`src/rtl/genius_pkg.sv`:
```
// Shared definitions for the genius "desafio" game: state codes and the
// width of the db_estado debug bus (also consumed by the HEX decoder).
package genius_pkg;

    localparam int DB_ESTADO_W = 4;

    typedef enum logic [DB_ESTADO_W-1:0] {
        INICIAL     = 4'd0,
        PREPARA     = 4'd1,
        ESPERA      = 4'd2,
        COMPARA     = 4'd3,
        ESPERA_NOVA = 4'd4,
        GRAVA       = 4'd5,
        FIM_GANHOU  = 4'd6,
        FIM_PERDEU  = 4'd7,
        FIM_TIMEOUT = 4'd8
    } estado_t;

endpackage

```
`src/rtl/genius_detector_jogada.sv`:
```
// Move detector: registered rising-edge detector on "any button pressed",
// captures the button pattern on that edge and flags whether it is one-hot.
// Holding one button and adding another produces no new edge, so it is
// not a new move; all buttons must be released to re-arm.
module genius_detector_jogada
    import genius_pkg::*;
#(
    parameter int N_BOTOES = 4
) (
    input  logic                clock,
    input  logic                reset,
    input  logic [N_BOTOES-1:0] botoes,
    output logic                tem_jogada,
    output logic [N_BOTOES-1:0] jogada,
    output logic                jogada_valida
);

    logic pressionado_q;
    logic borda;

    assign borda = (|botoes) & ~pressionado_q;

    // Edge register, one-cycle move pulse and move capture
    always_ff @(posedge clock or posedge reset) begin
        if (reset) begin
            pressionado_q <= 1'b0;
            tem_jogada    <= 1'b0;
            jogada        <= '0;
            jogada_valida <= 1'b0;
        end else begin
            pressionado_q <= |botoes;
            tem_jogada    <= borda;
            if (borda) begin
                jogada        <= botoes;
                jogada_valida <= ($countones(botoes) == 1);
            end
        end
    end

endmodule

```
`src/rtl/genius_desafio_param.sv`:
```
// Parametrised "desafio" memory game. The player repeats the stored
// sequence, then appends one new move per round, until N_RODADAS rounds
// are completed (win), a wrong move is made (lose) or, when built with
// TIMEOUT_EN, no move arrives within TIMEOUT_CICLOS cycles (timeout).
module genius_desafio_param
    import genius_pkg::*;
#(
    parameter int                  N_BOTOES        = 4,
    parameter int                  N_RODADAS       = 16,
    parameter logic [N_BOTOES-1:0] PRIMEIRA_JOGADA = 4'b0001,
    parameter int                  TIMEOUT_CICLOS  = 30000
) (
    input  logic                         clock,
    input  logic                         reset,
    input  logic                         iniciar,
    input  logic [N_BOTOES-1:0]          botoes,
    output logic [N_BOTOES-1:0]          leds,
    output logic                         pronto,
    output logic                         ganhou,
    output logic                         perdeu,
    output logic                         db_timeout,
    output logic [$clog2(N_RODADAS):0]   db_rodada,
    output logic [$clog2(N_RODADAS)-1:0] db_jogada,
    output logic [DB_ESTADO_W-1:0]       db_estado
);

    localparam int AW = $clog2(N_RODADAS);
    localparam int RW = AW + 1;

    estado_t               estado;
    logic [RW-1:0]         rodada;
    logic [AW-1:0]         endereco;
    logic [N_BOTOES-1:0]   mem [N_RODADAS];
    logic [N_BOTOES-1:0]   esperado;
    logic                  tem_jogada;
    logic [N_BOTOES-1:0]   jogada;
    logic                  jogada_valida;
    logic                  errou;
    logic                  estouro;

    genius_detector_jogada #(
        .N_BOTOES (N_BOTOES)
    ) u_detector (
        .clock         (clock),
        .reset         (reset),
        .botoes        (botoes),
        .tem_jogada    (tem_jogada),
        .jogada        (jogada),
        .jogada_valida (jogada_valida)
    );

    assign esperado  = mem[endereco];
    assign errou     = (jogada != esperado) || !jogada_valida;
    assign db_rodada = rodada;
    assign db_jogada = endereco;
    assign db_estado = estado;

`ifdef TIMEOUT_EN
    localparam int TW = (TIMEOUT_CICLOS > 1) ? $clog2(TIMEOUT_CICLOS) : 1;
    logic [TW-1:0] timer;

    assign estouro = (timer == TW'(TIMEOUT_CICLOS - 1));

    // Inter-move timer: runs only while waiting, restarts on every accepted move
    always_ff @(posedge clock or posedge reset) begin
        if (reset) begin
            timer <= '0;
        end else if ((estado == ESPERA || estado == ESPERA_NOVA) && !tem_jogada) begin
            timer <= timer + TW'(1);
        end else begin
            timer <= '0;
        end
    end
`else
    assign estouro = 1'b0;
`endif

    // Sequence memory: first move preloaded on start, new moves appended at rodada
    always_ff @(posedge clock) begin
        if (estado == PREPARA) begin
            mem[0] <= PRIMEIRA_JOGADA;
        end else if (estado == GRAVA && jogada_valida) begin
            mem[rodada[AW-1:0]] <= jogada;
        end
    end

    // Game FSM with registered end flags and LED echo
    always_ff @(posedge clock or posedge reset) begin
        if (reset) begin
            estado     <= INICIAL;
            rodada     <= '0;
            endereco   <= '0;
            leds       <= '0;
            pronto     <= 1'b0;
            ganhou     <= 1'b0;
            perdeu     <= 1'b0;
            db_timeout <= 1'b0;
        end else begin
            case (estado)
                INICIAL: begin
                    leds <= '0;
                    if (iniciar) estado <= PREPARA;
                end
                PREPARA: begin
                    leds     <= '0;
                    rodada   <= RW'(1);
                    endereco <= '0;
                    estado   <= ESPERA;
                end
                ESPERA, ESPERA_NOVA: begin
                    if (tem_jogada) begin
                        leds   <= jogada;
                        estado <= (estado == ESPERA) ? COMPARA : GRAVA;
                    end else if (estouro) begin
                        pronto     <= 1'b1;
                        perdeu     <= 1'b1;
                        db_timeout <= 1'b1;
                        estado     <= FIM_TIMEOUT;
                    end
                end
                COMPARA: begin
                    if (errou) begin
                        pronto <= 1'b1;
                        perdeu <= 1'b1;
                        estado <= FIM_PERDEU;
                    end else if ({1'b0, endereco} < rodada - RW'(1)) begin
                        endereco <= endereco + AW'(1);
                        estado   <= ESPERA;
                    end else if (rodada == RW'(N_RODADAS)) begin
                        pronto <= 1'b1;
                        ganhou <= 1'b1;
                        estado <= FIM_GANHOU;
                    end else begin
                        estado <= ESPERA_NOVA;
                    end
                end
                GRAVA: begin
                    if (!jogada_valida) begin
                        pronto <= 1'b1;
                        perdeu <= 1'b1;
                        estado <= FIM_PERDEU;
                    end else begin
                        rodada   <= rodada + RW'(1);
                        endereco <= '0;
                        estado   <= ESPERA;
                    end
                end
                FIM_GANHOU, FIM_PERDEU, FIM_TIMEOUT: begin
                    // flags drop together with leaving the end state
                    if (iniciar) begin
                        pronto     <= 1'b0;
                        ganhou     <= 1'b0;
                        perdeu     <= 1'b0;
                        db_timeout <= 1'b0;
                        estado     <= PREPARA;
                    end
                end
                default: estado <= INICIAL;
            endcase
        end
    end

endmodule

```
`config.mk`:
```
export PLATFORM = sky130hd
export DESIGN_NAME = genius_desafio_param
export DESIGN_NICKNAME = d
export VERILOG_FILES = /design/src/rtl/genius_pkg.sv /design/src/rtl/genius_detector_jogada.sv /design/src/rtl/genius_desafio_param.sv
export SDC_FILE = /design/constraint.sdc
export NUM_CORES = 1
export LEC_CHECK = 0
export ABC_CLOCK_PERIOD_IN_PS = 3700
export CAP_MARGIN = 20
export CORE_MARGIN = 1
export CORE_UTILIZATION = 51
export DETAILED_ROUTE_END_ITERATION = 8
export HOLD_SLACK_MARGIN = 0.06
export PLACE_DENSITY = 0.7
export SYNTH_ARGS = -nofsm -noshare
export SYNTH_HDL_FRONTEND = slang
export SYNTH_HIERARCHICAL = 1
export SYNTH_SLANG_ARGS = --single-unit
```
`constraint.sdc`:
```
create_clock -name clock -period 3.7 [get_ports clock]
set_clock_uncertainty 0.1 [all_clocks]
set_input_delay 0.74 -clock clock [delete_from_list [all_inputs] [get_ports clock]]
set_output_delay 0.74 -clock clock [all_outputs]
set_load 0.02 [all_outputs]
```
==> results of run 1 <==
==> metrics by stage <==
step	std cells	hold WS (ns)	worst slack, ns
after global routing	442	0.395	0.547
final	442	0.377	0.696
after floorplan	302	0.352	0.844
after global placement	425	0.362	0.813
after detailed placement	425	0.366	0.732
after CTS	441	0.379	0.722
==> cells in the final DEF (no fill, tap or decap), types with 10 or more instances in the layout <==
cell and instances:
sky130_fd_sc_hd__edfxtp_1 64, sky130_fd_sc_hd__dfrtp_1 26, sky130_fd_sc_hd__nor2_1 25, sky130_fd_sc_hd__clkdlybuf4s50_1 25
sky130_fd_sc_hd__nand2_1 16, sky130_fd_sc_hd__mux2i_1 14, sky130_fd_sc_hd__ha_1 12, sky130_fd_sc_hd__inv_1 11
sky130_fd_sc_hd__buf_4 10
==> synth_stat cells (2+ instances only) <==
library cell / n / area (um^2)
sky130_fd_sc_hd__a22o_1: 2 / 17.5
sky130_fd_sc_hd__inv_1: 11 / 41.3
sky130_fd_sc_hd__mux2i_1: 14 / 140
sky130_fd_sc_hd__edfxtp_1: 64 / 1920
sky130_fd_sc_hd__xnor2_1: 2 / 17.5
sky130_fd_sc_hd__nor4_1: 4 / 25.0
sky130_fd_sc_hd__a21oi_1: 4 / 20.0
sky130_fd_sc_hd__buf_6: 3 / 33.8
sky130_fd_sc_hd__nand3_1: 7 / 35.0
sky130_fd_sc_hd__mux4_2: 7 / 158
sky130_fd_sc_hd__a21o_1: 7 / 52.6
sky130_fd_sc_hd__o21a_1: 3 / 22.5
sky130_fd_sc_hd__xor2_1: 4 / 35.0
sky130_fd_sc_hd__nor2b_1: 5 / 31.3
sky130_fd_sc_hd__and2b_2: 2 / 17.5
sky130_fd_sc_hd__and3_1: 2 / 12.5
sky130_fd_sc_hd__buf_4: 4 / 30.0
sky130_fd_sc_hd__and2_1: 3 / 18.8
sky130_fd_sc_hd__dfrtp_1: 26 / 651
sky130_fd_sc_hd__clkbuf_8: 3 / 41.3
sky130_fd_sc_hd__a31oi_1: 4 / 25.0
sky130_fd_sc_hd__ha_1: 12 / 150
sky130_fd_sc_hd__clkbuf_1: 4 / 15.0
sky130_fd_sc_hd__nand4_1: 4 / 25.0
sky130_fd_sc_hd__a32o_1: 2 / 20.0
sky130_fd_sc_hd__nor2_1: 25 / 93.8
sky130_fd_sc_hd__mux4_1: 9 / 236
sky130_fd_sc_hd__nor3_1: 8 / 40.0
sky130_fd_sc_hd__o21ai_0: 9 / 45.0
sky130_fd_sc_hd__a22oi_2: 2 / 25.0
sky130_fd_sc_hd__nand2b_1: 5 / 31.3
sky130_fd_sc_hd__mux2_2: 5 / 56.3
sky130_fd_sc_hd__nand2_1: 16 / 60.1
==> how the worst max path moves through the flow <==
| stage | start | end | slack (ns) | depth (start not counted) |
|---|---|---|---|---|
| 2_1_floorplan | db_rodada[1]$_DFFE_PP0P_ | pronto$_DFFE_PP0P_ | 0.84 | 11 |
| 3_3_place_gp | db_jogada[1]$_DFFE_PP0P_ | db_jogada[0]$_DFFE_PP0P_ | 0.81 | 8 |
| 3_5_place_dp | db_jogada[1]$_DFFE_PP0P_ | db_jogada[0]$_DFFE_PP0P_ | 0.73 | 8 |
| 4_1_cts | db_jogada[1]$_DFFE_PP0P_ | db_jogada[0]$_DFFE_PP0P_ | 0.72 | 8 |
| 5_1_grt | db_jogada[1]$_DFFE_PP0P_ | db_jogada[0]$_DFFE_PP0P_ | 0.55 | 8 |
| 6_report | db_jogada[1]$_DFFE_PP0P_ | db_jogada[0]$_DFFE_PP0P_ | 0.70 | 8 |
==> per-layer routing <==
metal,track usage [%],vias to the layer above
li1,-,1199
met1,30.3,1295
met2,33.8,100
met3,5.74,25
met4,9.74,0
met5,0,-
==> cell families (layout without fill, tap and decap cells) <==
kind of cell,count (synthesis),after routing
fa+ha+maj,13,13
simple gates,86,86
mux,35,35
compound gates,42,42
other cells,1,2
flops,90,90
buf+inv,28,63
xor+xnor,6,6
==> cell type report <==
class | count | area (um^2)
Clock buffer | 9 | 124
Fill cell | 645 | 3340
Multi-Input combinational cell | 184 | 1570
Sequential cell | 90 | 2570
Tap cell | 105 | 131
Timing Repair Buffer | 36 | 330
Inverter | 11 | 41.3
Clock inverter | 7 | 100
==> where the power goes <==
group / total [W] / internal [W] / switching (W)
Combinational: 0.000717 / 0.000321 / 0.000396
Clock: 0.000745 / 0.000385 / 0.000361
Sequential: 0.00127 / 0.00115 / 0.000120
==> critical path: stages, from the launching register on <==
cell                      delay, ns
sky130_fd_sc_hd__dfrtp_1       0.61
sky130_fd_sc_hd__buf_4         0.26
sky130_fd_sc_hd__mux4_1        0.39
sky130_fd_sc_hd__mux2i_1       0.23
sky130_fd_sc_hd__mux2i_1       0.16
sky130_fd_sc_hd__xor2_1        0.19
sky130_fd_sc_hd__nor4_4        0.50
sky130_fd_sc_hd__a31oi_1       0.20
sky130_fd_sc_hd__a22o_1        0.26
==> registers in the layout, summed over array words and instances (netlist names) <==
register	count
u_detector/pressionado_q	1
mem	64
db_jogada	4
u_detector/tem_jogada	1
perdeu	1
u_detector/jogada	4
db_estado	3
ganhou	1
leds	4
u_detector/jogada_valida	1
pronto	1
db_rodada	5
==> out/qor.txt, run 1 <==
STATUS
-------------------------------------------------------------------------------------------------
Outcome                                                                              finished clean

CRITICAL PATH
-------------------------------------------------------------------------------------------------
Sort of element at the start of the critical path                                       flip-flop
Largest fanout on the critical path                                                            10
RR Startpoint                                                                        db_jogada[1]$_DFFE_PP0P_
Critical path data required time                                                          3.85 ns
Worst setup slack for register-to-register paths                                          0.70 ns
Critical path start-end classification                                                    reg2reg
Endpoint arrival time on the critical path                                                3.15 ns
Crit end category                                                                       flip-flop
Worst-case reg-to-reg path depth                                                                8
Endpoint of the worst register-to-register path                                      db_jogada[0]$_DFFE_PP0P_

SYNTHESIS
-------------------------------------------------------------------------------------------------
Post-synthesis share of cell area spent on and, or, nand and nor gates                      10.3%
Compound-cell area share of the yosys netlist                                               7.11%
Most common flop cell mapped by yosys                                                sky130_fd_sc_hd__edfxtp_1
Fraction of the yosys area taken by sequential cells                                        59.4%
Count of flip-flops with a built-in enable after synthesis                                     64
Number of distinct library cell variants in the gate-level netlist after synthesis             52
Synthesized area per cell                                                               14.4 um^2
Ys async rst share                                                                          28.9%
Yosys warning total                                                                             6
Post-synthesis mux area share                                                               13.6%
Post-synthesis sequential element count                                                        90
Dominant combinational cell family by area after synthesis                           multiplexers
Adder and majority gate portion of the synthesized area                                     3.93%
Synthesized instance count                                                                    301
Post-synthesis xor/xnor area fraction                                                       1.21%
Post-synthesis instance area                                                         0.00433 mm^2

STA
-------------------------------------------------------------------------------------------------
Least-Margin Pin Slew                                                                    0.929 ns
Hold violation total from the final report                                                      0
Accumulated negative setup slack                                                             0 ns
RSZ-0062 raised after global routing                                                           no
Number of max-slew violations in the final report                                               0
Relative slew slack                                                                         37.6%
Number of setup violations in the final report                                                  0
Upper clock frequency limit                                                               333 MHz
Final period demand of the worst path                                                     3.00 ns
Post-route clock period utilization                                                         81.2%

GRT
-------------------------------------------------------------------------------------------------
Largest net degree at the start of global routing                                              20
Global-route usage over all layers                                                          22.3%
Global-route wire length before repair                                                   14000 um
Number of global-route vias before repair                                                    2477
Grt ovf                                                                                         0
Number of antenna violations at the first check in global routing                               0

HOLD PATH
-------------------------------------------------------------------------------------------------
Min-delay worst type                                                                      reg2reg
Hold path startpoint                                                                 u_detector/pressionado_q$_DFF_PP0_
Count of cells along the worst hold path                                                        1
Hold path endpoint                                                                   u_detector/tem_jogada$_DFF_PP0_

POWER AND IR DROP
-------------------------------------------------------------------------------------------------
Overall power consumption                                                               0.00273 W
PD cells                                                                              560 mW/mm^2
Static leakage power                                                                      1.81 nW
Peak VDD IR                                                                              0.286 mV

FINAL LAYOUT
-------------------------------------------------------------------------------------------------
Antenna diode instance count                                                                    0
P&R area growth vs syn                                                                      12.5%
Final design area excluding fillers                                                  0.00487 mm^2
Layout cell share with drive strength beyond 1                                              14.5%
Final #Nets                                                                                   352
Post-layout utilization of the core                                                         59.3%

CTS
-------------------------------------------------------------------------------------------------
Inserted Clock Buffers                                                                          9
Clock Latency Late Sink                                                                   0.36 ns
Hold buffers post-CTS                                                                           0
Maximum level of the CTS H-tree                                                                 3
Clk slew on worst S/H paths                                                               0.09 ns
Maximum clock path buffer count                                                                 2
CTS tree                                                                                    built
Sink count of the clock tree                                                                   90
CTS root buf                                                                         sky130_fd_sc_hd__clkbuf_8
Buffer count from post-CTS setup fixing                                                         0
Number of gates resized after cts                                                               0

FLOORPLAN
-------------------------------------------------------------------------------------------------
Overall die area                                                                     0.00887 mm^2
Die outline height                                                                        94.2 um
Standard cell core area                                                              0.00822 mm^2
Chip Width                                                                                94.2 um
Count of standard-cell rows                                                                    33
Io pins                                                                                        28
Starting density of the core                                                                52.7%

DETAILED ROUTING
-------------------------------------------------------------------------------------------------
Final routed wirelength across all metal layers                                           8800 um
Routed wl met3                                                                             542 um
DR pass1 iterations                                                                             5
Mean routed wirelength per cell                                                           19.9 um
Antenna-violating nets left                                                                     0
Total length of routed met2 wires                                                         4160 um
Total via count after detailed routing                                                       2619
Iteration-0 DRC Markers                                                                       156
Max Used Layer                                                                               met4
Vias/cell                                                                                    5.93
Post-route DRC                                                                                  0
Metal-1 WL                                                                                3790 um

PLACEMENT
-------------------------------------------------------------------------------------------------
GPL Wtd Cong                                                                                0.851
Number of buffers inserted by port buffering                                                   25
Placed cell areas                                                                    0.00464 mm^2
Detailed Place HPWL                                                                       6430 um

FLOW RUN
-------------------------------------------------------------------------------------------------
Max capacitance violation total                                                                 0

Note: power is estimated with default switching activity, not from simulation.
==> run 2, diff against run 1 <==
- ABC_CLOCK_PERIOD_IN_PS: 3700 -> 2900
- clock period: 3.7 -> 2.9 ns (I/O delays scaled with it)
==> run 2 against run 1 <==
Against the previous run: die area is the same; largest cell class unchanged; register-to-register slack lost 0.54 ns; fmax grew 9.4%; combinational power grew 42%; sequential share of layout area shrank 1.2 points; utilization grew 1.4 points; critical endpoint is now db_jogada[1]$_DFFE_PP0P_; non-clock buffer count grew 16; sequential power grew 24%; critical path depth is the same.
==> out/qor.txt, run 2 (synthesis gave the netlist of run 1 again) <==
FINAL LAYOUT
--------------------------------------------------------------------------------
Layout cell share with drive strength beyond 1                             19.0%   +4.4 points
Register containing the most flip-flops in the final layout                  mem
Number of flip-flops in the largest register                                  64   unchanged
Post-layout utilization of the core                                        60.7%   +1.4 points
Final #Nets                                                                  368   +4.5%
Most used cells in the layout excluding fill and tap cells          64 x sky130_fd_sc_hd__edfxtp_1, 25 x sky130_fd_sc_hd__nor2_1, 25 x sky130_fd_sc_hd__clkdlybuf4s50_1, 25 x sky130_fd_sc_hd__buf_4, 24 x sky130_fd_sc_hd__dfrtp_1
Antenna diode instance count                                                   0   unchanged
Most common cell after layout, fill and taps aside                  sky130_fd_sc_hd__edfxtp_1
P&R area growth vs syn                                                     15.2%

DETAILED ROUTING
--------------------------------------------------------------------------------
Iteration-0 DRC Markers                                                      214   +37%
Mean routed wirelength per cell                                          20.0 um   +0.47%
Post-route DRC                                                                 0   unchanged
Final routed wirelength across all metal layers                          9160 um   +4.1%
Total via count after detailed routing                                      2637   +0.69%
Vias/cell                                                                   5.76   -2.8%
Antenna-violating nets left                                                    0   unchanged
DR pass1 iterations                                                            5   unchanged

STA
--------------------------------------------------------------------------------
Upper clock frequency limit                                              364 MHz   +9.4%
PnR worst setup slack                                                   0.155 ns   -0.541 ns
Post-route clock period utilization                                        94.7%   +13 points
Accumulated negative setup slack                                            0 ns   unchanged
Relative slew slack                                                        44.7%   +7.1 points
Least-Margin Pin Slew                                                   0.829 ns   -0.100 ns
Hold violation total from the final report                                     0   unchanged
Number of setup violations in the final report                                 0   unchanged
Final period demand of the worst path                                    2.75 ns   -0.259 ns
Number of max-slew violations in the final report                              0   unchanged
RSZ-0062 raised after global routing                                          no

POWER AND IR DROP
--------------------------------------------------------------------------------
Share of power burned in combinational logic                               29.7%   +3.4 points
Static leakage power                                                     1.89 nW   +4.4%
Sequential cell fraction of total power                                    45.8%   -0.7 points
Switching power total                                                  0.00117 W   +33%
Internal power contribution                                            0.00227 W   +22%
Peak VDD IR                                                             0.292 mV   +2.2%
Overall power consumption                                              0.00343 W   +26%
Switching part of the total power                                          34.0%   +2.0 points
Clock power frac                                                           24.5%   -2.8 points
PD cells                                                             688 mW/mm^2   +23%

FLOORPLAN
--------------------------------------------------------------------------------
Count of standard-cell rows                                                   33   unchanged
Io pins                                                                       28   unchanged
Die outline height                                                       94.2 um   unchanged
Overall die area                                                    0.00887 mm^2   unchanged
Standard cell core area                                             0.00822 mm^2   unchanged
Chip Width                                                               94.2 um   unchanged
Starting density of the core                                               52.7%   unchanged

CTS
--------------------------------------------------------------------------------
Sink count of the clock tree                                                  90   unchanged
CTS tree                                                                   built
Buffer count from post-CTS setup fixing                                        0   unchanged
Clock Latency Late Sink                                                  0.37 ns   about the same
Clk slew on worst S/H paths                                              0.10 ns   about the same
CTS root buf                                                        sky130_fd_sc_hd__clkbuf_8
Maximum level of the CTS H-tree                                                3   unchanged
Maximum clock path buffer count                                                2   unchanged
Inserted Clock Buffers                                                         9   unchanged

GRT
--------------------------------------------------------------------------------
Grt ovf                                                                        0   unchanged
Number of antenna violations at the first check in global routing              0   unchanged
Global-route wire length before repair                                  14500 um   +3.1%
Global-route usage over all layers                                         22.9%   +0.57 points
Largest net degree at the start of global routing                             20   unchanged
Number of global-route vias before repair                                   2596   +4.8%

FLOW RUN
--------------------------------------------------------------------------------
Max capacitance violation total                                                0   unchanged

CRITICAL PATH
--------------------------------------------------------------------------------
Crit-path most repeated cell                                        sky130_fd_sc_hd__mux2i_1
Highest cell delay on the worst timing path                              0.52 ns   -0.09 ns
Crit path cell chain                                                buf_12 > mux4_2 > mux2i_1 > mux2i_1 > xor2_1 > nor4_4 > and3_1 > a32o_1
Crit end category                                                      flip-flop
Critical path start-end classification                                   reg2reg
Critical path data required time                                         3.09 ns   -0.76 ns
Largest fanout on the critical path                                            7   -3
Endpoint arrival time on the critical path                               2.94 ns   -0.21 ns
Sort of element at the start of the critical path                      flip-flop
CP max-delay cell                                                   sky130_fd_sc_hd__mux4_2

PLACEMENT
--------------------------------------------------------------------------------
GPL Wtd Cong                                                               0.829   -2.6%
Detailed Place HPWL                                                      6500 um   +1.1%
Worst slack after detailed placement                                    0.132 ns   -0.600 ns
Number of buffers inserted by port buffering                                  25   unchanged

HOLD PATH
--------------------------------------------------------------------------------
Min-delay worst type                                                    in2async

STATUS
--------------------------------------------------------------------------------
Outcome                                                             finished clean

## run 2: changes by cell type in the layout (fill, tap and decap cells not counted), sizes merged
cell	previous run	this run
buf	10	27
bufinv	2	0
clkinv	0	2
clkinvlp	3	1
inv	13	15
clkbuf	10	9
## run 2: path summary, 6_finish.rpt
| check | from | to | slack, ns | depth (start not counted) |
|---|---|---|---|---|
| setup / recovery | db_jogada[0]$_DFFE_PP0P_ | db_jogada[1]$_DFFE_PP0P_ | 0.15 | 8 |
| max in group asynchronous | reset | db_jogada[0]$_DFFE_PP0P_ | 1.53 | 2 |
| hold / removal | reset | u_detector/pressionado_q$_DFF_PP0_ | 0.37 | 2 |
| hold reg to reg | pronto$_DFFE_PP0P_ | pronto$_DFFE_PP0P_ | 0.39 | 1 |
| setup reg to reg | db_jogada[0]$_DFFE_PP0P_ | db_jogada[1]$_DFFE_PP0P_ | 0.15 | 8 |
| min in group clock | pronto$_DFFE_PP0P_ | pronto$_DFFE_PP0P_ | 0.39 | 1 |
## run 2: worst max-delay path: cells and delay by family, from the launching register on
family | cells | cell delay, ns
XOR/XNOR | 1 | 0.17
AND/OR/NAND/NOR | 2 | 0.75
buffers and inverters | 1 | 0.16
AO/OA/AOI/OAI | 1 | 0.23
multiplexers | 3 | 0.79
flip-flops | 1 | 0.46
## run 2: routing by layer
| layer | part of all wire (%) | global-route usage [%] |
|---|---|---|
| met1 | 45 | 33.0 |
| met2 | 48 | 34.1 |
| met4 | 0.81 | 8.21 |
| met3 | 6.2 | 4.77 |
| met5 | 0 | 0 |
## run 2: final cells by class
type / count / area (um^2)
multi-input combinational: 184 / 1570
clock inverter: 7 / 67.6
timing repair buffer: 52 / 478
tap: 105 / 131
sequential: 90 / 2570
clock buffer: 9 / 124
inverter: 11 / 41.3
fill: 621 / 3230
## run 2: repair_timing
item                       CTS  global route
hold buffers                 0             0
setup endpoints to repair    0             4
gates resized for setup      0             2
## run 2: power groups by stage
stage          combinational, W  clock (W)  sequential [W]
2_1_floorplan          0.000656          0         0.00163
3_3_place_gp            0.00100          0         0.00160
3_5_place_dp            0.00101          0         0.00160
4_1_cts                 0.00102   0.000854         0.00157
5_1_grt                 0.00112   0.000905         0.00159
6_report                0.00102   0.000840         0.00157
## run 2: metrics by stage
| stage | hold slack, ns | area, um^2 | instances |
|---|---|---|---|
| after floorplan | 0.283 | 4340 | 302 |
| after global placement | 0.360 | 4800 | 442 |
| after detailed placement | 0.372 | 4800 | 442 |
| after CTS | 0.360 | 4990 | 458 |
| after global routing | 0.389 | 4990 | 458 |
| final | 0.370 | 4990 | 458 |
==> run 3, diff against run 2 <==
- ABC_CLOCK_PERIOD_IN_PS: 2900 -> unset
- CORE_MARGIN: 1 -> unset
==> results of run 3 <==
The final DEF is identical to that of run 2; final timing and power are the same.
